`src/rtl/johnson_counter_pkg.sv`:
```
// johnson_counter_pkg: Johnson code constants and one-hot load decoding shared by the counter and decoder benches.
package johnson_counter_pkg;
    localparam logic [2:0] J_POS0  = 3'b000;
    localparam logic [2:0] J_POS1  = 3'b001;
    localparam logic [2:0] J_POS2  = 3'b011;
    localparam logic [2:0] J_POS3  = 3'b111;
    localparam logic [2:0] J_POS4  = 3'b110;
    localparam logic [2:0] J_POS5  = 3'b100;
    localparam logic [2:0] J_ILL_A = 3'b010;
    localparam logic [2:0] J_ILL_B = 3'b101;

    typedef struct packed {
        logic       valid;
        logic [2:0] idx;
    } onehot_t;

    function automatic onehot_t onehot_valid(input logic [5:0] v);
        onehot_t r;
        r.valid = ($countones(v) == 1);
        r.idx   = '0;
        for (int k = 0; k < 6; k++)
            if (v[k]) r.idx = 3'(k);
        return r;
    endfunction

    function automatic logic [2:0] pos_to_sel(input logic [2:0] p);
        return p == 3'd0 ? J_POS0 : p == 3'd1 ? J_POS1 : p == 3'd2 ? J_POS2 :
               p == 3'd3 ? J_POS3 : p == 3'd4 ? J_POS4 : J_POS5;
    endfunction
endpackage

```
`src/rtl/johnson_counter_if.sv`:
```
// johnson_counter_if: control inputs and status outputs of the Johnson counter.
interface johnson_counter_if;
    logic       enable;
    logic       up;
    logic       load;
    logic [5:0] load_onehot;
    logic [2:0] sel;
    logic [2:0] pos;
    logic       wrap;
    logic       load_err;
    logic       state_err;

    modport master (output enable, up, load, load_onehot,
                    input  sel, pos, wrap, load_err, state_err);
    modport slave  (input  enable, up, load, load_onehot,
                    output sel, pos, wrap, load_err, state_err);
endinterface

```
`src/rtl/johnson_counter_step.sv`:
```
// johnson_step: next Johnson code in the chosen direction and whether that step wraps.
module johnson_step
    import johnson_counter_pkg::*;
(
    input  logic [2:0] i_sel,
    input  logic       i_up,
    output logic [2:0] o_sel_next,
    output logic       o_wrap_next
);
    always_comb begin
        o_sel_next  = i_up ? {i_sel[1:0], ~i_sel[2]} : {~i_sel[0], i_sel[2:1]};
        o_wrap_next = i_up ? (i_sel == J_POS5) : (i_sel == J_POS0);
    end
endmodule

```
`src/rtl/johnson_counter.sv`:
```
// johnson_counter: prescaled up/down 6-state Johnson sequencer with one-hot load and illegal-code recovery.
module johnson_counter
    import johnson_counter_pkg::*;
#(
    parameter int unsigned TICK_DIV = 1
) (
    input  logic            clk,
    input  logic            reset_n,
    johnson_counter_if.slave bus
);
    localparam logic [7:0] TICK_LAST = 8'(TICK_DIV - 1);

    logic [2:0] r_sel, r_pos;
    logic [7:0] r_tick;
    logic       r_wrap, r_load_err, r_state_err;
    logic [2:0] w_sel_next, w_pos_next;
    logic       w_wrap_next, w_illegal, w_due;
    onehot_t    w_oh;

    johnson_step u_step (
        .i_sel       (r_sel),
        .i_up        (bus.up),
        .o_sel_next  (w_sel_next),
        .o_wrap_next (w_wrap_next)
    );

    always_comb begin
        w_illegal  = (r_sel == J_ILL_A) || (r_sel == J_ILL_B);
        w_oh       = onehot_valid(bus.load_onehot);
        w_due      = r_tick == TICK_LAST;
        w_pos_next = bus.up ? (r_pos == 3'd5 ? 3'd0 : r_pos + 3'd1)
                            : (r_pos == 3'd0 ? 3'd5 : r_pos - 3'd1);
    end

    // Priority: recovery > load > step; status pulses default low every cycle.
    always_ff @(posedge clk or negedge reset_n) begin
        if (!reset_n) begin
            r_sel       <= J_POS0;
            r_pos       <= 3'd0;
            r_tick      <= 8'd0;
            r_wrap      <= 1'b0;
            r_load_err  <= 1'b0;
            r_state_err <= 1'b0;
        end else begin
            r_wrap      <= 1'b0;
            r_load_err  <= 1'b0;
            r_state_err <= 1'b0;
            if (w_illegal) begin
                r_sel       <= J_POS0;
                r_pos       <= 3'd0;
                r_tick      <= 8'd0;
                r_state_err <= 1'b1;
            end else if (bus.load) begin
                if (w_oh.valid) begin
                    r_sel  <= pos_to_sel(w_oh.idx);
                    r_pos  <= w_oh.idx;
                    r_tick <= 8'd0;
                end else begin
                    r_load_err <= 1'b1;
                end
            end else if (bus.enable) begin
                if (w_due) begin
                    r_sel  <= w_sel_next;
                    r_pos  <= w_pos_next;
                    r_tick <= 8'd0;
                    r_wrap <= w_wrap_next;
                end else begin
                    r_tick <= r_tick + 8'd1;
                end
            end
        end
    end

    assign bus.sel       = r_sel;
    assign bus.pos       = r_pos;
    assign bus.wrap      = r_wrap;
    assign bus.load_err  = r_load_err;
    assign bus.state_err = r_state_err;
endmodule

```
`src/flat_wrapper.sv`:
```
// flat-port wrapper written by rule: the top's interface ports become plain ports
module johnson_counter_flat import johnson_counter_pkg::*;
#(
    parameter int unsigned TICK_DIV = 1
)
  (clk, reset_n, bus_enable, bus_up, bus_load, bus_load_onehot, bus_sel, bus_pos, bus_wrap, bus_load_err, bus_state_err);
  johnson_counter_if bus_i ();
  input  logic clk;
  input  logic reset_n;
  input wire logic [$bits(bus_i.enable)-1:0] bus_enable;
  input wire logic [$bits(bus_i.up)-1:0] bus_up;
  input wire logic [$bits(bus_i.load)-1:0] bus_load;
  input wire logic [$bits(bus_i.load_onehot)-1:0] bus_load_onehot;
  output wire logic [$bits(bus_i.sel)-1:0] bus_sel;
  output wire logic [$bits(bus_i.pos)-1:0] bus_pos;
  output wire logic [$bits(bus_i.wrap)-1:0] bus_wrap;
  output wire logic [$bits(bus_i.load_err)-1:0] bus_load_err;
  output wire logic [$bits(bus_i.state_err)-1:0] bus_state_err;
  assign bus_i.enable = bus_enable;
  assign bus_i.up = bus_up;
  assign bus_i.load = bus_load;
  assign bus_i.load_onehot = bus_load_onehot;
  assign bus_sel = bus_i.sel;
  assign bus_pos = bus_i.pos;
  assign bus_wrap = bus_i.wrap;
  assign bus_load_err = bus_i.load_err;
  assign bus_state_err = bus_i.state_err;
  johnson_counter #(.TICK_DIV(TICK_DIV)) u_core (.clk(clk), .reset_n(reset_n), .bus(bus_i));
endmodule
```
`config.mk`:
```
export PLATFORM = sky130hd
export DESIGN_NAME = johnson_counter_flat
export DESIGN_NICKNAME = d
export VERILOG_FILES = /design/src/rtl/johnson_counter_pkg.sv /design/src/rtl/johnson_counter_if.sv /design/src/rtl/johnson_counter_step.sv /design/src/rtl/johnson_counter.sv /design/src/flat_wrapper.sv
export SDC_FILE = /design/constraint.sdc
export NUM_CORES = 1
export LEC_CHECK = 0
export CORE_ASPECT_RATIO = 1.2
export CORE_MARGIN = 2
export CORE_UTILIZATION = 35
export DETAILED_ROUTE_END_ITERATION = 10
export SYNTH_ARGS = -nofsm -noshare
export SYNTH_HDL_FRONTEND = slang
export SYNTH_HIERARCHICAL = 1
export SYNTH_SLANG_ARGS = --single-unit
```
`constraint.sdc`:
```
create_clock -name clk -period 1.8 [get_ports clk]
set_input_delay 0.18 -clock clk [delete_from_list [all_inputs] [get_ports clk]]
set_output_delay 0.18 -clock clk [all_outputs]
set_load 0.005 [all_outputs]
```
==> summary.txt <==
Run status
  – Status: finished with violations
  – Failing checks: negative setup slack

Pwr
  – Internal Power: 1.43 mW
  – Switching part of the total: about two fifths
  – VDD IR max: around 760 uV
  – Leak: 0.824 nW
  – Logic pwr share: 63.3%
  – P per Cell Area: ~1300 nW/um2
  – Sequential power share: 23.8%
  – Clk network pwr share: roughly an eighth
  – NetSw: 0.911 mW

STA
  – Final-report hold violation count: 0
  – Fmax: 343 MHz
  – Actual slew at the worst max-slew pin: 0.452 ns
  – Crit path time final: 2.91 ns
  – Unrepaired setup endpoints after global routing: true
  – Hold Slack: 0.245 ns
  – Relative slew slack: 69.8%
  – Slew Viols, Final: 0
  – Final number of setup-violating endpoints: 15
  – Clock Skew: 0.00347 ns
  – Tcrit/Tclk final: 162%
  – Setup WS post-layout: -1.11 ns

Cells and area
  – Post-route cell area: 1870 um2
  – Fillers: 306
  – Most frequent cells in the layout: 30 x buf_4, 17 x dfrtp_1, 16 x clkdlybuf4s50_1, 13 x inv_1, 10 x nand2_1
  – Commonest non-fill, non-tap cell in the layout: buf_4
  – ANT cells: 0
  – # nets final: between 200 and 250
  – Syn-to-layout area delta: 49.5%
  – Ratio of cells with drive above 1 in the final layout: 40.7%
  – Layout Utilization: 55.2%

Route
  – Final WL: 3650 um
  – Drt pass-1 iters: 4
  – DR iter-0 viols: 25
  – Post-route ant nets: 0
  – Via-to-Cell Ratio: 5.54
  – Drt wl/cell: 16.2 um
  – Via count: ~1300
  – DRC: 0

Critical path
  – Reg2reg end: u_core/bus.pos[0]$_DFFE_PN0P_
  – CP Depth: 13
  – Buffers and inverters on the worst path: 5
  – CP Cell Sequence: buf_8 > inv_8 > fa_1 > fa_1 > inv_1 > ha_2 > fa_1 > and4bb_4 > buf_6 > nor3_4 > buf_4 > and2_4 > a211o_1
  – Critical Path Sink Type: flip-flop
  – Worst R2R Start: u_core/r_tick[0]$_DFFE_PN0P_
  – Worst setup endpoint: u_core/bus.pos[0]$_DFFE_PN0P_
  – CP startpoint: bus_load_onehot[3]
  – Largest fanout on the critical path: 4
  – Largest stage delay, worst path: 0.51 ns
  – Cells on worst reg2reg path: 6
  – CP arrival: 3.06 ns
  – Worst setup SP type: input port
  – R2R setup slack: 0.04 ns
  – Critical path required time: 1.95 ns
  – Cell mode on critical path: fa_1
  – Critical Setup Path Class: input port to flip-flop
  – Crit-path leading delay family: adder cells
  – Crit-path slowest cell: fa_1

Clock network
  – Clk pin slew, worst setup/hold paths: 0.07 ns
  – Worst skew pair latency: 0.26 ns
  – Hold Buf Count CTS: 0
  – TritonCTS Buffers: 3
  – CTS tree: yes
  – H-tree depth: 1
  – Clock sink count: 17
  – CTS max path bufs: 2
  – Root Driver: clkbuf_8

Die
  – I/O pin total: 20
  – Initial core utilization: 36.9%
  – Die outline area: 4080 um2
  – Die H: 69.6 um
  – Core Footprint: 3400 um2
  – Die Width: around 59 um
  – Rows: 23

Synthesis
  – Ys flop type: dfrtp_1
  – Avg Inst Size Synth: 9.22 um2
  – Yosys top cell by area: dfrtp_1
  – Seq cells post-synth: 17
  – Post-synthesis sequential area ratio: 33.9%
  – Post-synthesis cell type count: 49
  – Post-synth EDFFs: 0
  – Synthesized cell area: 1250 um2
  – Area share of the largest cell type after synthesis: roughly a third
  – Synth Net Count: 154
  – Ys async rst share: 100%
  – Largest cells by area after synthesis: dfrtp_1 34%, fa_1 4.8%, inv_1 4.8%
  – Yosys warns: 6
  – Cells after Synth: 136

GRT
  – Vias in the first global route: around 1300
  – First-pass GRT wire length: 6010 um
  – Gr ovfl total: 0
  – GRT Total Usage: 18.9%
  – Initial antenna violation count: 0
  – Largest net degree at the start of global routing: 18

Placement
  – Final HPWL DP: 2520 um
  – I/O Buffers: 19
  – GPL Wtd Cong: 0.815
  – DP Area: ~1700 um2

Flow run
  – Maxcap violations: 0

Min path
  – Type of the worst min-delay path: input port to asynchronous set/reset pin
## metal layers
| metal | vias up | GRT usage (%) | wire (um) |
|---|---|---|---|
| li1 | 600 | - | - |
| met5 | - | 0 | 0 |
| met4 | 0 | 8.59 | 88 |
| met2 | 37 | 32.0 | 1920 |
| met3 | 9 | 2.99 | 148 |
| met1 | 607 | 22.9 | 1500 |
## cell usage after synthesis (all sizes together) (2+ instances only)
cell type and count:
nand4 2, buf 2, nor2b 3, o21ai 10
nand3 6, fa 3, o31ai 2, or3 3
ha 4, nor3 6, clkbuf 2, mux2 2
nor4 3, or4 3, inv 17, a21oi 5
dfrtp 17, o211ai 3, a22o 2, o41ai 2
or2 2, nor2 7, and2 2, nand2 11
## power groups by stage
stage	logic, mW	registers (mW)	clock network, mW
2_1_floorplan	0.655	0.596	0
3_3_place_gp	1.21	0.555	0
3_5_place_dp	1.22	0.561	0
4_1_cts	1.36	0.556	0.321
5_1_grt	1.59	0.576	0.330
6_report	1.48	0.558	0.303
## how the worst min path moves through the flow
stage	slack (ns)	end	startpoint	cells past startpoint
2_1_floorplan	-0.12	u_core/bus.load_err$_DFF_PN0_	reset_n	0
3_3_place_gp	0.53	u_core/bus.load_err$_DFF_PN0_	reset_n	2
3_5_place_dp	0.53	u_core/r_tick[5]$_DFFE_PN0P_	reset_n	2
4_1_cts	0.25	u_core/r_tick[5]$_DFFE_PN0P_	reset_n	2
5_1_grt	0.27	u_core/r_tick[1]$_DFFE_PN0P_	reset_n	2
6_report	0.25	u_core/r_tick[1]$_DFFE_PN0P_	reset_n	2
## what timing repair did
item / in CTS / in global routing
pin swaps: 14 / 6
endpoints found under the setup margin: 15 / 15
setup buffers: 4 / 4
cloned: 1 / 0
resized for setup: 28 / 10
## logic make-up (layout without fill, tap and decap cells)
| logic type | Yosys count | after routing | synth area share [%] |
|---|---|---|---|
| compound gates | 31 | 31 | 16.5 |
| fa+ha+maj | 7 | 7 | 8.78 |
| mux | 3 | 3 | 2.89 |
| flops | 17 | 17 | 33.9 |
| buf+inv | 21 | 73 | 7.49 |
| xor+xnor | 2 | 2 | 1.40 |
| simple gates | 55 | 56 | 29.0 |
## state kept, by name (all words and copies together), names as in the netlist
name,count
u_core/r_tick,8
u_core/bus.pos,3
u_core/bus.sel,3
u_core/bus.load_err,1
u_core/bus.state_err,1
u_core/bus.wrap,1
## cell type report
type / instances / area (um2) / area share, %
Clock buffer: 3 / 41.3 / 2.20
Clock inverter: 1 / 5.00 / 0.267
Inverter: 17 / 71.3 / 3.81
Multi-Input combinational cell: 99 / 841 / 44.9
Sequential cell: 17 / 425 / 22.7
Tap cell: 37 / 46.3 / 2.47
Timing Repair Buffer: 52 / 444 / 23.7
## per-stage QoR
stage          power, mW  TNS [ns]  instances  setup slack, ns
5_1_grt             2.50    -16.25        226            -1.21
3_5_place_dp        1.78    -26.98        214            -1.94
4_1_cts             2.24    -14.77        222            -1.10
3_3_place_gp        1.77    -26.00        214            -1.85
6_report            2.35    -14.61        226            -1.11
2_1_floorplan       1.25    -14.35        136            -1.09
(Power assumes the default switching activity.)
